<file path="src/rtl/cmul_pkg.sv">
// Shared widths, scale helpers and rounding-mode constants for the complex multiplier.
package cmul_pkg;

    typedef enum logic {
        RND_TRUNC = 1'b0,
        RND_NEAR  = 1'b1
    } rnd_mode_e;

    function automatic int prod_w(input int in_w, input int tw_w);
        return in_w + tw_w;
    endfunction

    function automatic int sum_w(input int in_w, input int tw_w);
        return in_w + tw_w + 1;
    endfunction

    function automatic int scale_sh(input int in_frac, input int tw_frac, input int out_frac);
        return in_frac + tw_frac - out_frac;
    endfunction

endpackage

</file>
<file path="src/rtl/cmul_if.sv">
// Sample/twiddle input stream and result output stream of the complex multiplier.
interface cmul_if #(
    parameter int IN_W  = 8,
    parameter int TW_W  = 12,
    parameter int OUT_W = 13
);
    logic                    in_valid;
    logic                    in_ready;
    logic signed [IN_W-1:0]  in_r;
    logic signed [IN_W-1:0]  in_i;
    logic signed [TW_W-1:0]  cos_tw;
    logic signed [TW_W-1:0]  sin_tw;
    logic                    conj_i;
    logic                    rnd_i;
    logic                    out_valid;
    logic                    out_ready;
    logic signed [OUT_W-1:0] out_r;
    logic signed [OUT_W-1:0] out_i;
    logic                    sat_o;
    logic                    sat_sticky;

    modport master (
        output in_valid, in_r, in_i, cos_tw, sin_tw, conj_i, rnd_i, out_ready,
        input  in_ready, out_valid, out_r, out_i, sat_o, sat_sticky
    );

    modport slave (
        input  in_valid, in_r, in_i, cos_tw, sin_tw, conj_i, rnd_i, out_ready,
        output in_ready, out_valid, out_r, out_i, sat_o, sat_sticky
    );
endinterface

</file>
<file path="src/rtl/cmul_round_sat.sv">
// Scale by 2^-SH with sign-magnitude truncate or round-half-away, then clamp to OUT_W.
// Latency: combinational (0 cycles).
// Backpressure: none; pure function of its inputs.
module cmul_round_sat
    import cmul_pkg::*;
#(
    parameter int IN_W  = 21,
    parameter int SH    = 5,
    parameter int OUT_W = 13
) (
    input  logic signed [IN_W-1:0]  x,
    input  logic                    rnd,
    output logic signed [OUT_W-1:0] y,
    output logic                    sat
);
    // Two spare bits: negating the most negative input and adding the half LSB never wrap.
    localparam int MW = IN_W + 2;
    localparam logic signed [MW:0] MAXV = (MW+1)'((1 << (OUT_W-1)) - 1);
    localparam logic signed [MW:0] MINV = ~MAXV;

    logic          neg;
    logic [MW-1:0] mag;
    logic [MW-1:0] q;
    logic signed [MW:0] val;

    assign neg = x[IN_W-1];
    assign mag = neg ? (MW'(0) - MW'(x)) : MW'(x);

    generate
        if (SH > 0) begin : g_scale
            localparam logic [MW-1:0] HALF = MW'(1) << (SH-1);
            logic [MW-1:0] mag_rnd;
            assign mag_rnd = mag + ((rnd == RND_NEAR) ? HALF : '0);
            assign q       = mag_rnd >> SH;
        end else begin : g_exact
            logic unused_rnd;
            assign unused_rnd = rnd;
            assign q          = mag;
        end
    endgenerate

    always_comb begin
        val = neg ? -$signed({1'b0, q}) : $signed({1'b0, q});
        sat = 1'b0;
        y   = val[OUT_W-1:0];
        if (val > MAXV) begin
            sat = 1'b1;
            y   = MAXV[OUT_W-1:0];
        end else if (val < MINV) begin
            sat = 1'b1;
            y   = MINV[OUT_W-1:0];
        end
    end
endmodule

</file>
<file path="src/rtl/cmul_pipe.sv">
// Pipelined complex multiply by a twiddle (or its conjugate) with rounding and saturation.
// Latency: 3 cycles from input handshake to out_valid.
// Backpressure: all stages stall together while out_valid & ~out_ready; in_ready follows.
module cmul_pipe
    import cmul_pkg::*;
#(
    parameter int IN_W     = 8,
    parameter int IN_FRAC  = 0,
    parameter int TW_W     = 12,
    parameter int TW_FRAC  = 10,
    parameter int OUT_W    = 13,
    parameter int OUT_FRAC = 5
) (
    input logic   clk,
    input logic   rst_n,
    cmul_if.slave io
);
    localparam int PROD_W = prod_w(IN_W, TW_W);
    localparam int SUM_W  = sum_w(IN_W, TW_W);
    localparam int SH     = scale_sh(IN_FRAC, TW_FRAC, OUT_FRAC);

    typedef struct packed {
        logic signed [IN_W-1:0] a;
        logic signed [IN_W-1:0] b;
        logic signed [TW_W-1:0] c;
        logic signed [TW_W:0]   s;
        logic                   rnd;
    } s1_t;

    typedef struct packed {
        logic signed [PROD_W-1:0] p_ac;
        logic signed [PROD_W-1:0] p_bs;
        logic signed [PROD_W-1:0] p_bc;
        logic signed [PROD_W-1:0] p_as;
        logic                     rnd;
    } s2_t;

    logic adv;
    logic v1, v2;
    s1_t  s1, s1_nxt;
    s2_t  s2, s2_nxt;

    logic signed [SUM_W-1:0] sum_re, sum_im;
    logic signed [OUT_W-1:0] y_r, y_i;
    logic                    sat_r, sat_i;

    logic                    out_valid_q;
    logic signed [OUT_W-1:0] out_r_q, out_i_q;
    logic                    sat_q, sticky_q;

    assign adv         = ~out_valid_q | io.out_ready;
    assign io.in_ready = adv;

    always_comb begin
        s1_nxt     = '0;
        s1_nxt.a   = io.in_r;
        s1_nxt.b   = io.in_i;
        s1_nxt.c   = io.cos_tw;
        // Extended by one bit so negating the most negative twiddle stays exact.
        s1_nxt.s   = io.conj_i ? -((TW_W+1)'(io.sin_tw)) : (TW_W+1)'(io.sin_tw);
        s1_nxt.rnd = io.rnd_i;
    end

    // Every product magnitude is at most 2^(PROD_W-2), so PROD_W-bit modular products are exact.
    always_comb begin
        s2_nxt      = '0;
        s2_nxt.p_ac = PROD_W'(s1.a) * PROD_W'(s1.c);
        s2_nxt.p_bs = PROD_W'(s1.b) * PROD_W'(s1.s);
        s2_nxt.p_bc = PROD_W'(s1.b) * PROD_W'(s1.c);
        s2_nxt.p_as = PROD_W'(s1.a) * PROD_W'(s1.s);
        s2_nxt.rnd  = s1.rnd;
    end

    always_comb begin
        sum_re = SUM_W'(s2.p_ac) - SUM_W'(s2.p_bs);
        sum_im = SUM_W'(s2.p_bc) + SUM_W'(s2.p_as);
    end

    cmul_round_sat #(.IN_W(SUM_W), .SH(SH), .OUT_W(OUT_W)) u_rs_re (
        .x   (sum_re),
        .rnd (s2.rnd),
        .y   (y_r),
        .sat (sat_r)
    );

    cmul_round_sat #(.IN_W(SUM_W), .SH(SH), .OUT_W(OUT_W)) u_rs_im (
        .x   (sum_im),
        .rnd (s2.rnd),
        .y   (y_i),
        .sat (sat_i)
    );

    always_ff @(posedge clk) begin
        if (!rst_n) begin
            v1          <= 1'b0;
            v2          <= 1'b0;
            s1          <= '0;
            s2          <= '0;
            out_valid_q <= 1'b0;
            out_r_q     <= '0;
            out_i_q     <= '0;
            sat_q       <= 1'b0;
            sticky_q    <= 1'b0;
        end else begin
            if (out_valid_q && io.out_ready && sat_q) begin
                sticky_q <= 1'b1;
            end
            if (adv) begin
                v1          <= io.in_valid;
                s1          <= s1_nxt;
                v2          <= v1;
                s2          <= s2_nxt;
                out_valid_q <= v2;
                out_r_q     <= y_r;
                out_i_q     <= y_i;
                sat_q       <= sat_r | sat_i;
            end
        end
    end

    assign io.out_valid  = out_valid_q;
    assign io.out_r      = out_r_q;
    assign io.out_i      = out_i_q;
    assign io.sat_o      = sat_q;
    assign io.sat_sticky = sticky_q;
endmodule
</file>
<file path="src/flat_wrapper.sv">
// flat-port wrapper written by rule: the top's interface ports become plain ports
module cmul_pipe_flat import cmul_pkg::*;
#(
    parameter int IN_W     = 8,
    parameter int IN_FRAC  = 0,
    parameter int TW_W     = 12,
    parameter int TW_FRAC  = 10,
    parameter int OUT_W    = 13,
    parameter int OUT_FRAC = 5
)
  (clk, rst_n, io_in_valid, io_in_r, io_in_i, io_cos_tw, io_sin_tw, io_conj_i, io_rnd_i, io_out_ready, io_in_ready, io_out_valid, io_out_r, io_out_i, io_sat_o, io_sat_sticky);
  cmul_if #(.IN_W(IN_W), .TW_W(TW_W), .OUT_W(OUT_W)) io_i ();
  input logic clk;
  input logic rst_n;
  input wire logic [$bits(io_i.in_valid)-1:0] io_in_valid;
  input wire logic [$bits(io_i.in_r)-1:0] io_in_r;
  input wire logic [$bits(io_i.in_i)-1:0] io_in_i;
  input wire logic [$bits(io_i.cos_tw)-1:0] io_cos_tw;
  input wire logic [$bits(io_i.sin_tw)-1:0] io_sin_tw;
  input wire logic [$bits(io_i.conj_i)-1:0] io_conj_i;
  input wire logic [$bits(io_i.rnd_i)-1:0] io_rnd_i;
  input wire logic [$bits(io_i.out_ready)-1:0] io_out_ready;
  output wire logic [$bits(io_i.in_ready)-1:0] io_in_ready;
  output wire logic [$bits(io_i.out_valid)-1:0] io_out_valid;
  output wire logic [$bits(io_i.out_r)-1:0] io_out_r;
  output wire logic [$bits(io_i.out_i)-1:0] io_out_i;
  output wire logic [$bits(io_i.sat_o)-1:0] io_sat_o;
  output wire logic [$bits(io_i.sat_sticky)-1:0] io_sat_sticky;
  assign io_i.in_valid = io_in_valid;
  assign io_i.in_r = io_in_r;
  assign io_i.in_i = io_in_i;
  assign io_i.cos_tw = io_cos_tw;
  assign io_i.sin_tw = io_sin_tw;
  assign io_i.conj_i = io_conj_i;
  assign io_i.rnd_i = io_rnd_i;
  assign io_i.out_ready = io_out_ready;
  assign io_in_ready = io_i.in_ready;
  assign io_out_valid = io_i.out_valid;
  assign io_out_r = io_i.out_r;
  assign io_out_i = io_i.out_i;
  assign io_sat_o = io_i.sat_o;
  assign io_sat_sticky = io_i.sat_sticky;
  cmul_pipe #(.IN_W(IN_W), .IN_FRAC(IN_FRAC), .TW_W(TW_W), .TW_FRAC(TW_FRAC), .OUT_W(OUT_W), .OUT_FRAC(OUT_FRAC)) u_core (.clk(clk), .rst_n(rst_n), .io(io_i));
endmodule
</file>
<file path="config.mk">
export PLATFORM = sky130hd
export DESIGN_NAME = cmul_pipe_flat
export DESIGN_NICKNAME = d
export VERILOG_FILES = /design/src/rtl/cmul_pkg.sv /design/src/rtl/cmul_if.sv /design/src/rtl/cmul_round_sat.sv /design/src/rtl/cmul_pipe.sv /design/src/flat_wrapper.sv
export SDC_FILE = /design/constraint.sdc
export NUM_CORES = 2
export LEC_CHECK = 0
export ABC_AREA = 0
export CAP_MARGIN = 40
export CORE_UTILIZATION = 55
export CTS_BUF_LIST = sky130_fd_sc_hd__clkbuf_2
export CTS_CLUSTER_DIAMETER = 30
export DETAILED_ROUTE_END_ITERATION = 16
export GPL_TIMING_DRIVEN = 0
export PLACE_DENSITY = 0.7
export REMOVE_ABC_BUFFERS = 1
export SLEW_MARGIN = 10
export SYNTH_ARGS = -nofsm -noshare
export SYNTH_HDL_FRONTEND = slang
export SYNTH_HIERARCHICAL = 1
export SYNTH_SLANG_ARGS = --single-unit
</file>
<file path="constraint.sdc">
create_clock -name clk -period 12.8 [get_ports clk]
set_clock_uncertainty 0.2 [all_clocks]
set_input_delay 3.2 -clock clk [delete_from_list [all_inputs] [get_ports clk]]
set_output_delay 3.2 -clock clk [all_outputs]
set_load 0.005 [all_outputs]
</file>
---- After elaboration in Yosys (flattened, before gate mapping) ----
Cells that the tools add are included.
operators by class
  $add $sub $neg .......................... 9
  $mul .................................... 4
  div/mod/pow operators ................... 0
  $lt $le $gt $ge ......................... 4
  equal/unequal tests ..................... 0
  shifts and indexed selects .............. 0
  muxes and demuxes ....................... 14
  bitwise gates (word level) .............. 3
  reduce and logical (&&, ||, !) cells .... 2
operator list
  kind                                                                     number
  13-bit two-way mux                                                       5
  24-bit by 13-bit > comparator with 1-bit output (second input constant)  2
  24-bit by 13-bit < comparator with 1-bit output (second input constant)  2
  24-bit two-way mux                                                       2
  18-bit negator with 24-bit output                                        2
  23-bit two-way mux                                                       2
  1-bit by 21-bit subtractor with 22-bit output (first input constant)     2
  8-bit by 12-bit multiplier with 20-bit output                            2
  8-bit by 13-bit multiplier with 20-bit output                            2
  23-bit adder                                                             1
  23-bit by 5-bit adder with 23-bit output                                 1
  20-bit by 20-bit adder with 21-bit output                                1
  20-bit by 20-bit subtractor with 21-bit output                           1
  12-bit negator with 13-bit output                                        1
  5-bit two-way mux                                                        1
  1-bit two-way mux                                                        4
  1-bit logical AND                                                        2
  1-bit bitwise OR                                                         2
  1-bit inverter                                                           1
word-level totals
  bits in registers ....................... 154
  bits in latches ......................... 0
  bits in writable memories ............... 0
  bits in read-only memories .............. 0
  input bits .............................. 46
  memories ................................ 0

---- Longest topological paths before layout ----
  depth in word-level cells ............... 10
  mapped depth ............................ 33

---- Modules after synthesis ----
Netlist, hierarchy kept.
by module, submodules not included
  module          instances  cells each  area each (um^2)  seq. area each (um^2)
  cmul_pipe       1          2,621       21,687.0          3,083.0
  cmul_round_sat  2          239         1,707.9           0.0

---- Worst setup path after synthesis ----
Ideal clock, no wire load.
  path kind ............................... input to output
  start ................................... input io_out_ready
  end ..................................... output io_in_ready
  arrival time ............................ 4,272 ps
  required time ........................... 9,400 ps
  slack ................................... 5,128 ps
  stages .................................. 6
  buffers on the path ..................... 4
  path through ............................ nor2b_1 > clkbuf_1 > inv_1 > clkbuf_1 > clkbuf_1 > clkbuf_1
on the way
  cells in the longest elaborated chain, start to end .. 1
RTL lines
  item              line                text
  from (decl)       flat_wrapper.sv:22  input wire logic [$bits(io_i.out_ready)-1:0] io_out_ready;
  1-bit bitwise OR  cmul_pipe.sv:51     assign adv = ~out_valid_q | io.out_ready;
  to (decl)         flat_wrapper.sv:23  output wire logic [$bits(io_i.in_ready)-1:0] io_in_ready;
Every way passes these cells.

---- Worst setup path after layout ----
Same ends and word-level chain as after synthesis.

==> metrics.md <==
| Metric | Value |
|---|---|
| Vias per cell | `5.604` |
| Avg Inst Size Synth | `8.100 sq um` |
| Yosys top cell area share | `0.2584` |
| Post-placement cell count | `3,648` |
| Worst slack, placed | `3.735 ns` |
| Worst Tran Pin Value | `0.9387 ns` |
| Lkg Pwr | `12.23 nW` |
| Initial Utilization | `0.5628` |
| Dpl hpwl | `46.70 mm` |
| Largest area contributor in the netlist | `fa_1` |
| Critical Path Fanout Max | `79` |
| Max_cap viols | `0` |
| TritonCTS clock tree | `yes` |
| 1st-pass router iterations | `5` |
| Crit end category | `output port` |
| Reg clk slew, reported paths | `0.23 ns` |
| Initial antenna violation count | `3` |
| Max_slew headroom | `0.3704` |
| Post-synth ARST share | `0` |
| Fillers | `4,009` |
| Vias | `20,680` |
| Die width | `215.6 um` |
| Total track usage | `0.2711` |
| Tcrit/Tclk final | `0.7072` |
| Overall power | `0.004654 W` |
| Largest net degree at the start of global routing | `80` |
| Endpoints failing setup | `0` |
| DR WL/cell | `16.14 um` |
| Outcome | `finished, final reports clean` |
| Most common flop cell mapped by yosys | `dfxtp_1` |
| Placed Area | `0.02645 sq mm` |
| Core area | `0.04461 sq mm` |
| Hold Vio Cnt, Final | `0` |
| Fmax | `110.5 MHz` |
| Final Wtd Congestion | `0.8916` |
| # IOs | `76` |
| # hold bufs at CTS | `0` |
| Clk Latency, worst-skew pair | `1.11 ns` |
| Required time worst endpoint | `9.40 ns` |
| Crit path buf inv count | `5` |
| Commonest cells after routing, fill and taps aside | `inv_1 (503), nand2_1 (385), fa_1 (324)` |
| RSZ-0062 raised after global routing | `no` |
| Worst hold path type | `flip-flop to flip-flop` |
| Setup Buffers After CTS | `0` |
| Drc violations | `0` |
| Yosys Warn Count | `6` |
| Power Density | `174.0 mW/mm^2` |
| Worst stage delay on the critical path | `0.67 ns` |
| Final min period | `9.053 ns` |
| Share of post-route cells with drive strength above 1 | `0.04565` |
| Layout Nets | `3,639` |
| Synth area leaders | `fa_1 (26%), dfxtp_1 (12%), ha_1 (9.6%)` |
| Yosys cell types | `87` |
| #FFs+latches synth | `154` |
| Setup slack after layout | `3.747 ns` |
| Critical path arrival | `5.65 ns` |
| Fin area | `0.02675 sq mm` |
| H-tree levels | `4` |
| Final non-filler cell total | `3,690` |
| DIE HEIGHT | `215.6 um` |
| Layout area overhead | `6.569%` |
| Die area | `0.04650 sq mm` |
| Post-synthesis sequential area ratio | `0.1228` |
| Clock Sink Count | `154` |
| Peak supply drop | `0.1918 mV` |
| Port bufs | `75` |
| Drt total wl | `59.55 mm` |
| Cells along the critical path | `clkdlybuf4s50_1, nor2b_4, buf_16, inv_6, buf_16, clkdlybuf4s50_1` |
| Root buffer cell | `clkbuf_2` |
| Clk buf depth | `2` |
| Cells after synthesis | `3,099` |
| Grt total ovfl | `0` |
| Critical path type | `input pin to output port` |
| Total CTS buffers | `17` |
| Row count | `77` |
| Slowest cell on the critical path | `nor2b_4` |
| 1st-iter DRT viols | `1,218` |
| CP delay by family, top | `buffers and inverters` |
| Final ANT Viol Nets | `0` |
| Post-Syn Area | `0.02510 sq mm` |
| EDFF count, synth | `0` |
| First-pass GRT wire length | `101.9 mm` |
| Setup crit start kind | `input pin` |
| Vias in the first global route | `20,806` |
| Most common cell after layout, fill and taps aside | `inv_1` |
| Final core utilization | `0.5997` |
| CTS resizes | `0` |
| Pins Over Slew Limit | `0` |
[Yosys cell counts (all sizes together), types with 7 or more instances]
master,n
a211oi,45
a21o,25
a21oi,203
a31oi,15
and2,257
buf,15
clkbuf,128
dfxtp,154
fa,324
ha,193
inv,507
nand2,387
nand2b,31
nand3,38
nand3b,8
nor2,145
nor2b,13
nor3,46
nor4,16
nor4b,7
o211ai,19
o21a,24
o21ai,116
o21bai,9
o31a,7
o31ai,23
or2,11
or3,21
or4,13
or4b,8
xnor2,97
xor2,84
[per-layer routing]
layer  vias to the layer above  GRT usage  wire length (um)  part of all wire
li1                       9938          -                 -                 -
met1                     10182     0.3611             27400              0.46
met2                       493     0.4538             28180              0.47
met3                        67    0.03608              2697             0.045
met4                         0    0.08960              1281             0.022
met5                         -          0                 0                 0
[where the power goes]
part	switching, W	leakage [nW]	internal, W	total, W
Clock	0.000229	0.156	0.0000999	0.000329
Sequential	0.0000990	1.28	0.000589	0.000688
Combinational	0.00217	10.8	0.00147	0.00364
[stage by stage]
stage               hold WS, ns  setup TNS (ns)
floorplan                0.2250          -3.480
global placement         0.2380        -1239.63
detailed placement       0.2437               0
CTS                      0.2693               0
global route             0.2822               0
finish                   0.2644               0
[worst min-delay path: stages (launching register included)]
cell	delay, ns
dfxtp_1	0.36
nand2_1	0.05
a21oi_1	0.05
[kinds of logic after synthesis]
family                   after synthesis  share of synthesized area
adder cells (fa/ha/maj)              517                     0.3546
AO/OA/AOI/OAI                        551                     0.1453
XOR/XNOR                             181                    0.06315
multiplexers                          10                   0.004187
buffers and inverters                650                    0.09979
AND/OR/NAND/NOR                     1036                     0.2101
flip-flops                           154                     0.1228
[flip-flops by register name, indices dropped and copies added, names as in the netlist]
name / count
u_core/io.out_valid: 1
u_core/v1: 1
u_core/v2: 1
u_core/io.out_r: 13
u_core/s2: 81
u_core/s1: 42
u_core/io.out_i: 13
u_core/io.sat_sticky: 1
u_core/io.sat_o: 1
[worst paths after layout]
| path | start | endpoint | slack, ns | cells after the start |
|---|---|---|---|---|
| setup reg to reg | u_core/s2[1]$_SDFFE_PN0P_ | u_core/io.out_i[1]$_SDFFE_PN0P_ | 5.05 | 27 |
| hold reg to reg | u_core/io.out_i[6]$_SDFFE_PN0P_ | u_core/io.out_i[6]$_SDFFE_PN0P_ | 0.26 | 2 |
| hold / removal | u_core/io.out_i[6]$_SDFFE_PN0P_ | u_core/io.out_i[6]$_SDFFE_PN0P_ | 0.26 | 2 |
| setup / recovery | io_out_ready | io_in_ready | 3.75 | 6 |
[cell type report]
cell class                 instances  area, sq um  share of cell area
timing repair buffer             101         1184             0.04425
clock buffer                      17        85.08            0.003180
tap                              592        740.7             0.02769
sequential                       154         3083              0.1152
inverter                         507         1913             0.07151
multi-input combinational       2295        19550              0.7306
clock inverter                    15        177.7            0.006641
antenna                            9        22.52           0.0008419
Power figures use the tool's default switching activity.
